<file path="config.mk">
export PLATFORM = sky130hd
export DESIGN_NAME = fetch_unit
export DESIGN_NICKNAME = d
export VERILOG_FILES = /design/src/rtl/fetch_unit.sv
export SDC_FILE = /design/constraint.sdc
export NUM_CORES = 1
export LEC_CHECK = 0
export CORE_MARGIN = 1.5
export CORE_UTILIZATION = 25
export DETAILED_ROUTE_END_ITERATION = 16
export PLACE_DENSITY_LB_ADDON = 0.05
export SLEW_MARGIN = 20
export SYNTH_ARGS = -nofsm -noshare
export SYNTH_HDL_FRONTEND = slang
export SYNTH_SLANG_ARGS = --single-unit
</file>
<file path="constraint.sdc">
create_clock -name clock -period 3.7 [get_ports clock]
set_input_delay 0.74 -clock clock [delete_from_list [all_inputs] [get_ports clock]]
set_output_delay 0.74 -clock clock [all_outputs]
set_load 0.05 [all_outputs]
</file>
<file path="src/rtl/fetch_unit.sv">
// Instruction-fetch stage: program counter, instruction register and RUN/HALTED FSM.
// Optional retired-fetch counter enabled by defining FETCH_PERF_COUNTER_EN.
module fetch_unit #(
  parameter int                     PC_WIDTH     = 32,
  parameter int                     INSTR_WIDTH  = 32,
  parameter int                     PC_STEP      = 4,
  parameter logic [PC_WIDTH-1:0]    RESET_VECTOR = '0,
  parameter logic [INSTR_WIDTH-1:0] HALT_WORD    = '1,
  parameter logic [INSTR_WIDTH-1:0] NOP_WORD     = 'h13
) (
  input  logic                   clock,
  input  logic                   reset,
  input  logic                   stall,
  input  logic                   redirect_valid,
  input  logic [PC_WIDTH-1:0]    redirect_target,
  input  logic                   resume,
  output logic [PC_WIDTH-1:0]    imem_address,
  input  logic [INSTR_WIDTH-1:0] imem_data,
  output logic [INSTR_WIDTH-1:0] instruction,
  output logic [PC_WIDTH-1:0]    instruction_pc,
  output logic                   instruction_valid,
  output logic                   halted
`ifdef FETCH_PERF_COUNTER_EN
  ,
  output logic [31:0]            fetch_count
`endif
);

  typedef enum logic {RUN, HALTED} state_t;

  localparam logic [PC_WIDTH-1:0] STEP       = PC_WIDTH'(PC_STEP);
  localparam logic [PC_WIDTH-1:0] ALIGN_MASK = ~(STEP - PC_WIDTH'(1));

  state_t              state;
  logic [PC_WIDTH-1:0] pc_p0;
  logic                is_halt;

  function automatic logic [PC_WIDTH-1:0] align_target(input logic [PC_WIDTH-1:0] target);
    return target & ALIGN_MASK;
  endfunction

  assign imem_address = pc_p0;
  assign is_halt      = instruction_valid && (instruction == HALT_WORD);

  // Stage p0 -> p1: pc advances while the fetched word lands in the instruction register
  always_ff @(posedge clock or posedge reset) begin
    if (reset) begin
      state             <= RUN;
      halted            <= 1'b0;
      pc_p0             <= RESET_VECTOR;
      instruction       <= NOP_WORD;
      instruction_pc    <= RESET_VECTOR;
      instruction_valid <= 1'b0;
`ifdef FETCH_PERF_COUNTER_EN
      fetch_count       <= '0;
`endif
    end else begin
      case (state)
        RUN: begin
          if (redirect_valid) begin
            pc_p0             <= align_target(redirect_target);
            instruction       <= NOP_WORD;
            instruction_valid <= 1'b0;
          end else if (is_halt) begin
            state  <= HALTED;
            halted <= 1'b1;
          end else if (!stall) begin
            instruction       <= imem_data;
            instruction_pc    <= pc_p0;
            instruction_valid <= 1'b1;
            pc_p0             <= pc_p0 + STEP;
`ifdef FETCH_PERF_COUNTER_EN
            if (fetch_count != 32'hFFFF_FFFF) fetch_count <= fetch_count + 32'd1;
`endif
          end
        end
        HALTED: begin
          // pc already points past the halt word, so resuming continues in sequence
          if (resume) begin
            state             <= RUN;
            halted            <= 1'b0;
            instruction       <= NOP_WORD;
            instruction_valid <= 1'b0;
          end
        end
        default: begin
          state  <= RUN;
          halted <= 1'b0;
        end
      endcase
    end
  end

endmodule

</file>
==> out/qor.yml, run 1 <==
initialDrtViolationCount: 199
diodes: 0
hold_violations: 0
crit_path_end_kind: "flip-flop"
fin_nets: 633
ys_seq_area_share_pct: 52.8
via_per_inst: 4.94
fmax_ghz: 0.364
core.rowCount: 48
synth-edff-count: 0
fin_tns_setup_ps: 0
worstHoldStart: "instruction_pc[12]"
critPathArrivalTime_ps: 2980
power.share.clock_pct: 30.6
start_util_pct: 25.8
synthArstFlopShare_pct: 100
critPathLaunch: "redirect_valid"
yosys_warnings: 0
fin_worst_skew_ps: 5.59
startpoint_type: "primary input"
wl_met1_um: 6590
syn_inst: 414
clk_latency_ps: 350
cellLeakagePower_nw: 2.66
synth.area.mux_share_pct: 8.16
status: "finished clean"
rsz0062_at_grt: "no"
r2r_start: "instruction[0]"
syn2layout_area_growth_pct: 46.9
clk_pin_slew_ps: 70
combPwrFrac_pct: 32.1
tightest_slew_ps: 826
gp_congestion: 0.700
pre_cts_ws_ps: 598
synth_top_area_share_pct: 51.1
synth-xor-area-share_pct: 0
setup_viol: 0
dp_hpwl_um: 9560
layout_setup_ws_ps: 953
antenna_left: 0
synth_area_um2: 4510
cp.required_ps: 3940
routed.top_layer: "met4"
synth_ff_type: "dfrtp_1"
rr_worst_depth: 5
synth_compound_area_share_pct: 21.7
dp.cells: 777
fin_hold_ws_ps: 505
port_buffers: 160
htreeDepth: 3
switching_share_pct: 35.9
fin_cells: 792
p_int_w: 0.00225
multi_input_area_um2: 1930
regArea_um2: 2380
fin_util_pct: 37.9
grt_pass1_wl_um: 21500
grt_usage_pct: 15.2
dieArea_um2: 18800
ios: 167
wirelength_um: 14000
antenna_found_initial: 0
synth_top_family_by_area: "compound AO/OA/AOI/OAI gates"
synth_area_leaders: "dfrtp_1 (51%), mux2_2 (7.5%), a22o_1 (5.8%)"
cts_root_buffer: "clkbuf_16"
cts_buffers: 9
cts_tree: "yes"
numClockSinks: 95
grt_pass1_vias: 3811
p_sw_w: 0.00126
met3_length_um: 779
p_per_area_nw_per_um2: 529
critPathMaxFanout: 69
vdd_drop_max_mv: 0.248
first_pass_iters: 4
slew_violations: 0
wl_met2_um: 6470
grt_start_max_net_pins: 70
yosysTopAreaCell: "dfrtp_1"
ys_seq_elements: 95
die_h_um: 137
num_vias: 3911
hold_class: "reg -> reg"
period_needed_ps: 2750
die_x_um: 137
p_seq_share_pct: 37.3
hold_buffers: 0
route.detailed.drc: 0
cts_buffer_depth: 2
synth.avg_cell_area_um2: 10.9
finalCritPeriodShare_pct: 74.2
synth.distinct_cells: 45
relSlewSlack_pct: 44.8
drive_gt1_share_pct: 11.6
wire_per_inst_um: 17.7
grt-ovfl-total: 0
max_cap_violations: 0
synthAdderAreaFrac_pct: 0.278
post-cts-setup-buffers: 0
yosys.area_share.simple_pct: 12.4
n_fill_cell: 1723
r2r_setup_slack_ps: 1020
min_delay_path_depth: 1
core_area_um2: 17500
crit_type: "in -> reg"
cts.repair.resized: 0
## state kept, by name, summed over array words and instances (netlist names)
name	flops
instruction_valid	1
halted	1
instruction	32
instruction_pc	30
imem_address	30
state	1
## cells by family (layout without fill, tap and decap cells)
kind of cell,after synthesis,in the layout
AOI/OAI and AO/OA,139,139
adders and majority gates,1,1
buffers and inverters,40,190
DFF,95,95
muxes,33,33
other,1,4
and+or+nand+nor,105,105
## per-stage QoR
stage | instance area [um^2] | total power (W)
2_1_floorplan | 4520 | 0.00203
3_3_place_gp | 6290 | 0.00245
3_5_place_dp | 6290 | 0.00246
4_1_cts | 6620 | 0.00357
5_1_grt | 6620 | 0.00367
6_report | 6620 | 0.00351
## routing by layer
layer,vias up,global-route usage (%)
li1,1855,-
met2,117,23.2
met1,1929,21.0
met4,0,5.61
met3,10,3.31
met5,-,0
## cells in the mapped netlist (all sizes together) (2+ instances only)
cell type and n:
a21o 2, a21oi 28, a22o 30, a22oi 11, a31o 4, a31oi 3, a32oi 2, and2 2
and3 4, and4 5, buf 16, clkbuf 16, dfrtp 92, dfstp 3, inv 8, mux2 30
mux2i 3, nand2 18, nand3 16, nand4 9, nand4b 2, nor2 24, nor3 10, nor4 10
o21ai 38, o22a 3, o2bb2ai 8, o311a 3, or3 2
## layout make-up
cell class | instances | share of cell area (%)
multi-input cells | 282 | 29.2
clock buffers | 9 | 3.40
well taps | 225 | 4.25
repair buffers | 167 | 25.1
clock inverters | 6 | 1.64
flip-flops and latches | 95 | 36.0
inverters | 8 | 0.491
## worst max-delay path, cell delays in order
cell and delay (ps):
buf_2 110, buf_4 560, inv_1 90, buf_4 240, a21oi_1 340, o31a_4 420, a21oi_4 210, a22o_1 260
## final timing paths
kind	endpoint
worst max-delay path	instruction[20]
worst min-delay path	instruction_pc[12]
worst max register to register	instruction[20]
worst min register to register	instruction_pc[12]
max in group asynchronous	instruction[1]
min in group asynchronous	instruction[22]
## cells in the final DEF, fill, tap and decap left out, drive strengths merged, types with 2 or more instances in the layout
master and count:
clkdlybuf4s50 159, dfrtp 92, o21ai 38, a22o 30
mux2 30, a21oi 28, nor2 24, nand2 18
nand3 16, a22oi 11, nor4 10, nor3 10
nand4 9, clkbuf 9, inv 9, o2bb2ai 8
buf 8, and4 5, and3 4, a31o 4
conb 4, a31oi 3, o311a 3, o22a 3
mux2i 3, bufinv 3, dfstp 3, or3 2
a21o 2, and2 2, a32oi 2, clkinv 2
nand4b 2
## power groups by stage
stage | logic [W] | clock network [W] | registers, W
finish | 0.00113 | 0.00107 | 0.00131
global route | 0.00118 | 0.00115 | 0.00134
CTS | 0.00114 | 0.00112 | 0.00131
detailed placement | 0.00113 | 0 | 0.00133
global placement | 0.00113 | 0 | 0.00132
floorplan | 0.000250 | 0 | 0.00178
Power figures use the tool's default switching activity.
==> run 2, diff against run 1 <==
- clock period: 3.7 -> 2.7 ns (I/O delays scaled with it)
==> out/qor.yml, run 2 (same netlist as run 1, synthesis figures left out) <==
tightest_slew_ps: 719  # was 826 ps
critPathArrivalTime_ps: 2590  # was 2980 ps
finalCritPeriodShare_pct: 85.8
cts_root_buffer: "clkbuf_16"  # unchanged
num_vias: 3950  # was 3911
setup_viol: 0  # unchanged
power.share.clock_pct: 29.2  # was 30.6%
cellLeakagePower_nw: 2.67  # was 2.66 nW
p_per_area_nw_per_um2: 707  # was 529 nW/um^2
combPwrFrac_pct: 32.8  # was 32.1%
fin_worst_skew_ps: 5.69  # was 5.59 ps
final_cell_mix: "clkdlybuf4s50_1 (159), dfrtp_1 (92), o21ai_0 (38), a22o_1 (30), mux2_2 (30)"  # unchanged
p_seq_share_pct: 38.0  # was 37.3%
p_int_w: 0.00300  # was 0.00225 W
cts_buffer_depth: 2  # unchanged
grt_start_max_net_pins: 96  # was 70
cts_tree: "yes"  # unchanged
gp_congestion: 0.735  # was 0.700
htreeDepth: 3  # unchanged
rsz0062_at_grt: "no"  # unchanged
core_area_um2: 17500  # unchanged
cts.repair.resized: 0  # unchanged
max_cap_violations: 0  # unchanged
core.rowCount: 48  # unchanged
via_per_inst: 4.94  # about the same
hold_violations: 0  # unchanged
route.detailed.drc: 0  # unchanged
post-cts-setup-buffers: 0  # unchanged
period_needed_ps: 2320
slew_violations: 0  # unchanged
layout_commonest_cell: "clkdlybuf4s50_1"  # unchanged
max_stage_delay_ps: 590  # was 560 ps
fin_hold_ws_ps: 504  # was 505 ps
crit_buf_inv: 1  # was 4
grt_pass1_vias: 3929  # was 3811
largest-register: "instruction"  # unchanged
clk_pin_slew_ps: 70  # about the same
numClockSinks: 95  # unchanged
dp_hpwl_um: 9620  # was 9560 um
worstPathCellList: "nand4_1, or4_4, o31a_4, a21oi_4, buf_12, a22o_1"  # was buf_2, buf_4, inv_1, buf_4, a21oi_1, o31a_4, a21oi_4, a22o_1
wirelength_um: 13800  # was 14000 um
syn2layout_area_growth_pct: 47.8  # was 46.9%
status: "finished clean"  # unchanged
die_h_um: 137  # unchanged
grt-ovfl-total: 0  # unchanged
wire_per_inst_um: 17.3  # was 17.7 um
hold_buffers: 0  # unchanged
port_buffers: 160  # unchanged
die_x_um: 137  # unchanged
drive_gt1_share_pct: 12.4  # was 11.6%
switching_share_pct: 36.3  # was 35.9%
cp.required_ps: 2980  # was 3940 ps
dieArea_um2: 18800  # unchanged
critPathMaxFanout: 30  # was 69
slowest_stage: "or4_4"  # was buf_4
startpoint_type: "flip-flop"  # was primary input
antenna_left: 0  # unchanged
hold_class: "reg -> reg"  # unchanged
cts_buffers: 9  # unchanged
grt_pass1_wl_um: 22100  # was 21500 um
grt_usage_pct: 15.4  # was 15.2%
crit_path_end_kind: "flip-flop"  # unchanged
first_pass_iters: 5  # was 4
relSlewSlack_pct: 51.6  # was 44.8%
cp_top_family: "compound AO/OA/AOI/OAI gates"  # unchanged
fmax_ghz: 0.431
crit_type: "reg -> reg"  # was in -> reg
diodes: 0  # unchanged
start_util_pct: 25.8  # unchanged
largest_register_ffs: 32  # unchanged
p_sw_w: 0.00171  # was 0.00126 W
initialDrtViolationCount: 236  # was 199
fin_nets: 639  # was 633
antenna_found_initial: 1  # was 0
ios: 167  # unchanged
clk_latency_ps: 340  # was 350 ps
vdd_drop_max_mv: 0.345  # was 0.248 mV
fin_tns_setup_ps: 0  # unchanged
## run 2: cell types whose count changed in the layout (fill, tap and decap cells not counted)
cell	delta
inv_4	-1
clkinvlp_4	+1
buf_4	+5
clkinv_4	+2
inv_6	-1
clkinv_2	-1
clkbuf_1	+2
buf_12	+1
bufinv_16	-1
## run 2: worst paths after layout
| check | start | end | slack, ps | cells past startpoint |
|---|---|---|---|---|
| max | instruction[1] | instruction[30] | 380 | 6 |
| max reg2reg | instruction[1] | instruction[30] | 380 | 6 |
| max in group asynchronous | reset | instruction[1] | 1590 | 3 |
| min reg2reg | instruction_pc[18] | instruction_pc[18] | 500 | 1 |
| min in group asynchronous | reset | instruction[16] | 710 | 3 |
| min | instruction_pc[18] | instruction_pc[18] | 500 | 1 |
## run 2: cell type report
cell class,instances,area [um^2]
sequential,95,2380
fill,1699,10800
clock buffer,11,233
multi-input combinational,282,1930
timing repair buffer,173,1720
clock inverter,5,82.6
tap,225,282
inverter,8,33.8
## run 2: worst reg2reg max path: stages (launching register included)
cell	delay, ps
dfstp_2	550
nand4_1	150
or4_4	590
o31a_4	420
a21oi_4	180
buf_12	200
a22o_1	170
## run 2: metrics by stage
stage | std cells | setup slack [ps] | util [%] | instance area (um^2) | total power, W
floorplan | 417 | 451 | - | 4520 | 0.00278
global placement | 783 | 271 | 36.3 | 6350 | 0.00337
detailed placement | 783 | 237 | 36.3 | 6350 | 0.00338
CTS | 799 | 357 | 38.1 | 6660 | 0.00479
global route | 799 | 179 | 38.1 | 6660 | 0.00496
finish | 799 | 382 | 38.1 | 6660 | 0.00471
## run 2: metal layers
layer | vias up | global-route usage [%] | routed length, um
met2 | 114 | 23.8 | 6570
met4 | 2 | 4.62 | 118
li1 | 1869 | - | -
met1 | 1956 | 21.0 | 6350
met3 | 9 | 4.01 | 789
met5 | - | 0 | 13
## run 2: power groups by stage
stage | combinational [W] | sequential (W) | clock [W]
after global placement | 0.00156 | 0.00181 | 0
after global routing | 0.00163 | 0.00183 | 0.00150
after detailed placement | 0.00156 | 0.00182 | 0
final | 0.00155 | 0.00179 | 0.00138
after floorplan | 0.000343 | 0.00244 | 0
after CTS | 0.00157 | 0.00179 | 0.00143
==> run 3, diff against run 2 <==
- clock period: 2.7 -> 2 ns (I/O delays scaled with it)
==> out/qor.yml, run 3 (same netlist as run 1, synthesis figures left out) <==
dieArea_um2: 18800  # unchanged
relSlewSlack_pct: 63.9  # was 51.6%
diodes: 0  # unchanged
slew_violations: 0  # unchanged
clk_latency_ps: 350  # was 340 ps
die_h_um: 137  # unchanged
p_per_area_nw_per_um2: 881  # was 707 nW/um^2
cp_top_family: "simple AND/OR/NAND/NOR gates"  # was compound AO/OA/AOI/OAI gates
final_cell_mix: "clkdlybuf4s50_1 (108), dfrtp_1 (88), buf_4 (84), a22o_1 (30), mux2_4 (28)"  # was clkdlybuf4s50_1 (159), dfrtp_1 (92), o21ai_0 (38), a22o_1 (30), mux2_2 (30)
via_per_inst: 4.95  # was 4.94
crit_path_end_kind: "flip-flop"  # unchanged
slowest_stage: "or4_4"  # unchanged
drive_gt1_share_pct: 31.6  # was 12.4%
grt_start_max_net_pins: 96  # unchanged
fmax_ghz: 0.456  # was 0.431 GHz
critPathMaxFanout: 30  # unchanged
cellLeakagePower_nw: 3.24  # was 2.67 nW
r2r_start: "instruction[4]"  # was instruction[1]
layout_setup_ws_ps: -195  # was 382 ps
crit_buf_inv: 1  # unchanged
wire_per_inst_um: 18.5  # was 17.3 um
violations: "negative setup slack"
max_stage_delay_ps: 600  # was 590 ps
grt_usage_pct: 16.6  # was 15.4%
first_pass_iters: 4  # was 5
htreeDepth: 3  # unchanged
largest_register_ffs: 32  # unchanged
rsz0062_at_grt: "yes"  # was no
period_needed_ps: 2190  # was 2320 ps
cp.required_ps: 2290  # was 2980 ps
grt_pass1_vias: 4223  # was 3929
crit_type: "reg -> reg"  # unchanged
dp_hpwl_um: 10200  # was 9620 um
min_delay_path_depth: 1  # unchanged
tightest_slew_ps: 541  # was 719 ps
start_util_pct: 25.8  # unchanged
port_buffers: 160  # unchanged
syn2layout_area_growth_pct: 64.0  # was 47.8%
startpoint_type: "flip-flop"  # unchanged
core_area_um2: 17500  # unchanged
setup_viol: 90  # was 0
fin_nets: 692  # was 639
route.detailed.drc: 0  # unchanged
rr_worst_depth: 6  # unchanged
r2r_setup_slack_ps: -190  # was 380 ps
wirelength_um: 15700  # was 13800 um
hold_violations: 0  # unchanged
grt_pass1_wl_um: 23500  # was 22100 um
num_vias: 4218  # was 3950
gp_congestion: 0.754  # was 0.735
max_cap_violations: 0  # unchanged
dp.cells: 824  # was 783
antenna_left: 0  # unchanged
fin_worst_skew_ps: 9.28  # was 5.69 ps
initialDrtViolationCount: 198  # was 236
cts_buffer_depth: 2  # unchanged
die_x_um: 137  # unchanged
grt-ovfl-total: 0  # unchanged
min_to: "instruction_pc[30]"  # was instruction_pc[18]
n_fill_cell: 1707  # was 1699
layout_commonest_cell: "clkdlybuf4s50_1"  # unchanged
largest-register: "instruction"  # unchanged
worstHoldStart: "instruction_pc[30]"  # was instruction_pc[18]
cts_root_buffer: "clkbuf_16"  # unchanged
antenna_found_initial: 0  # was 1
core.rowCount: 48  # unchanged
fin_cells: 852  # was 799
fin_util_pct: 42.3  # was 38.1%
ios: 167  # unchanged
numClockSinks: 95  # unchanged
status: "finished, violations left"  # was finished clean
cts_buffers: 9  # unchanged
critPathArrivalTime_ps: 2480  # was 2590 ps
worstPathCellList: "nand4_1, or4_4, o31a_4, a21oi_4, buf_12, a22o_1"  # unchanged
hold_class: "reg -> reg"  # unchanged
clk_pin_slew_ps: 70  # about the same
finalCritPeriodShare_pct: 110  # was 85.8%
worstReg2RegEnd: "instruction[20]"  # was instruction[30]
vdd_drop_max_mv: 0.464  # was 0.345 mV
cts_tree: "yes"  # unchanged
[run 3: per-layer routing]
layer	track usage, %	wire [um]	vias up
li1	-	-	1983
met1	22.1	7430	2116
met2	26.9	7440	108
met3	3.13	630	11
met4	6.02	220	0
met5	0	0	-
[run 3: through the flow]
step                setup TNS (ps)  hold slack (ps)  power (W)  area (um^2)  setup WS [ps]
finish                      -11900              508    0.00651         7390           -195
global route                -19600              519    0.00682         7390           -273
CTS                         -11410              508    0.00645         7100           -171
detailed placement          -10890              493    0.00469         6650           -187
global placement             -9580              487    0.00466         6650           -160
floorplan                   -15640              493    0.00378         4590           -209
[run 3: worst max-delay path by stage]
stage | slack (ps) | start | depth (start not counted) | end
global placement | -160 | instruction[1] | 7 | instruction_pc[19]
global route | -270 | instruction[4] | 6 | instruction[16]
finish | -190 | instruction[4] | 6 | instruction[20]
detailed placement | -190 | instruction[1] | 7 | instruction_pc[22]
floorplan | -210 | instruction[4] | 6 | instruction[29]
CTS | -170 | instruction[4] | 6 | instruction[7]
[run 3: layout make-up]
class	count	area, um^2	area share [%]
clock inverters	4	30.0	0.406
clock buffers	12	256	3.47
inverters	8	33.8	0.457
well taps	225	282	3.81
repair buffers	226	2200	29.8
multi-input cells	282	2200	29.8
flip-flops and latches	95	2390	32.3
[run 3: repair_timing]
item,4_1_cts,5_1_grt
endpoints found under the setup margin,104,94
resized for setup,38,58
hold buffers,0,0
cloned,3,3
pin swaps,9,4
setup buffers,4,3
[run 3: where the power goes]
part	switching, W	internal, W
registers	0.000192	0.00218
logic	0.00148	0.000965
clock network	0.000778	0.000915
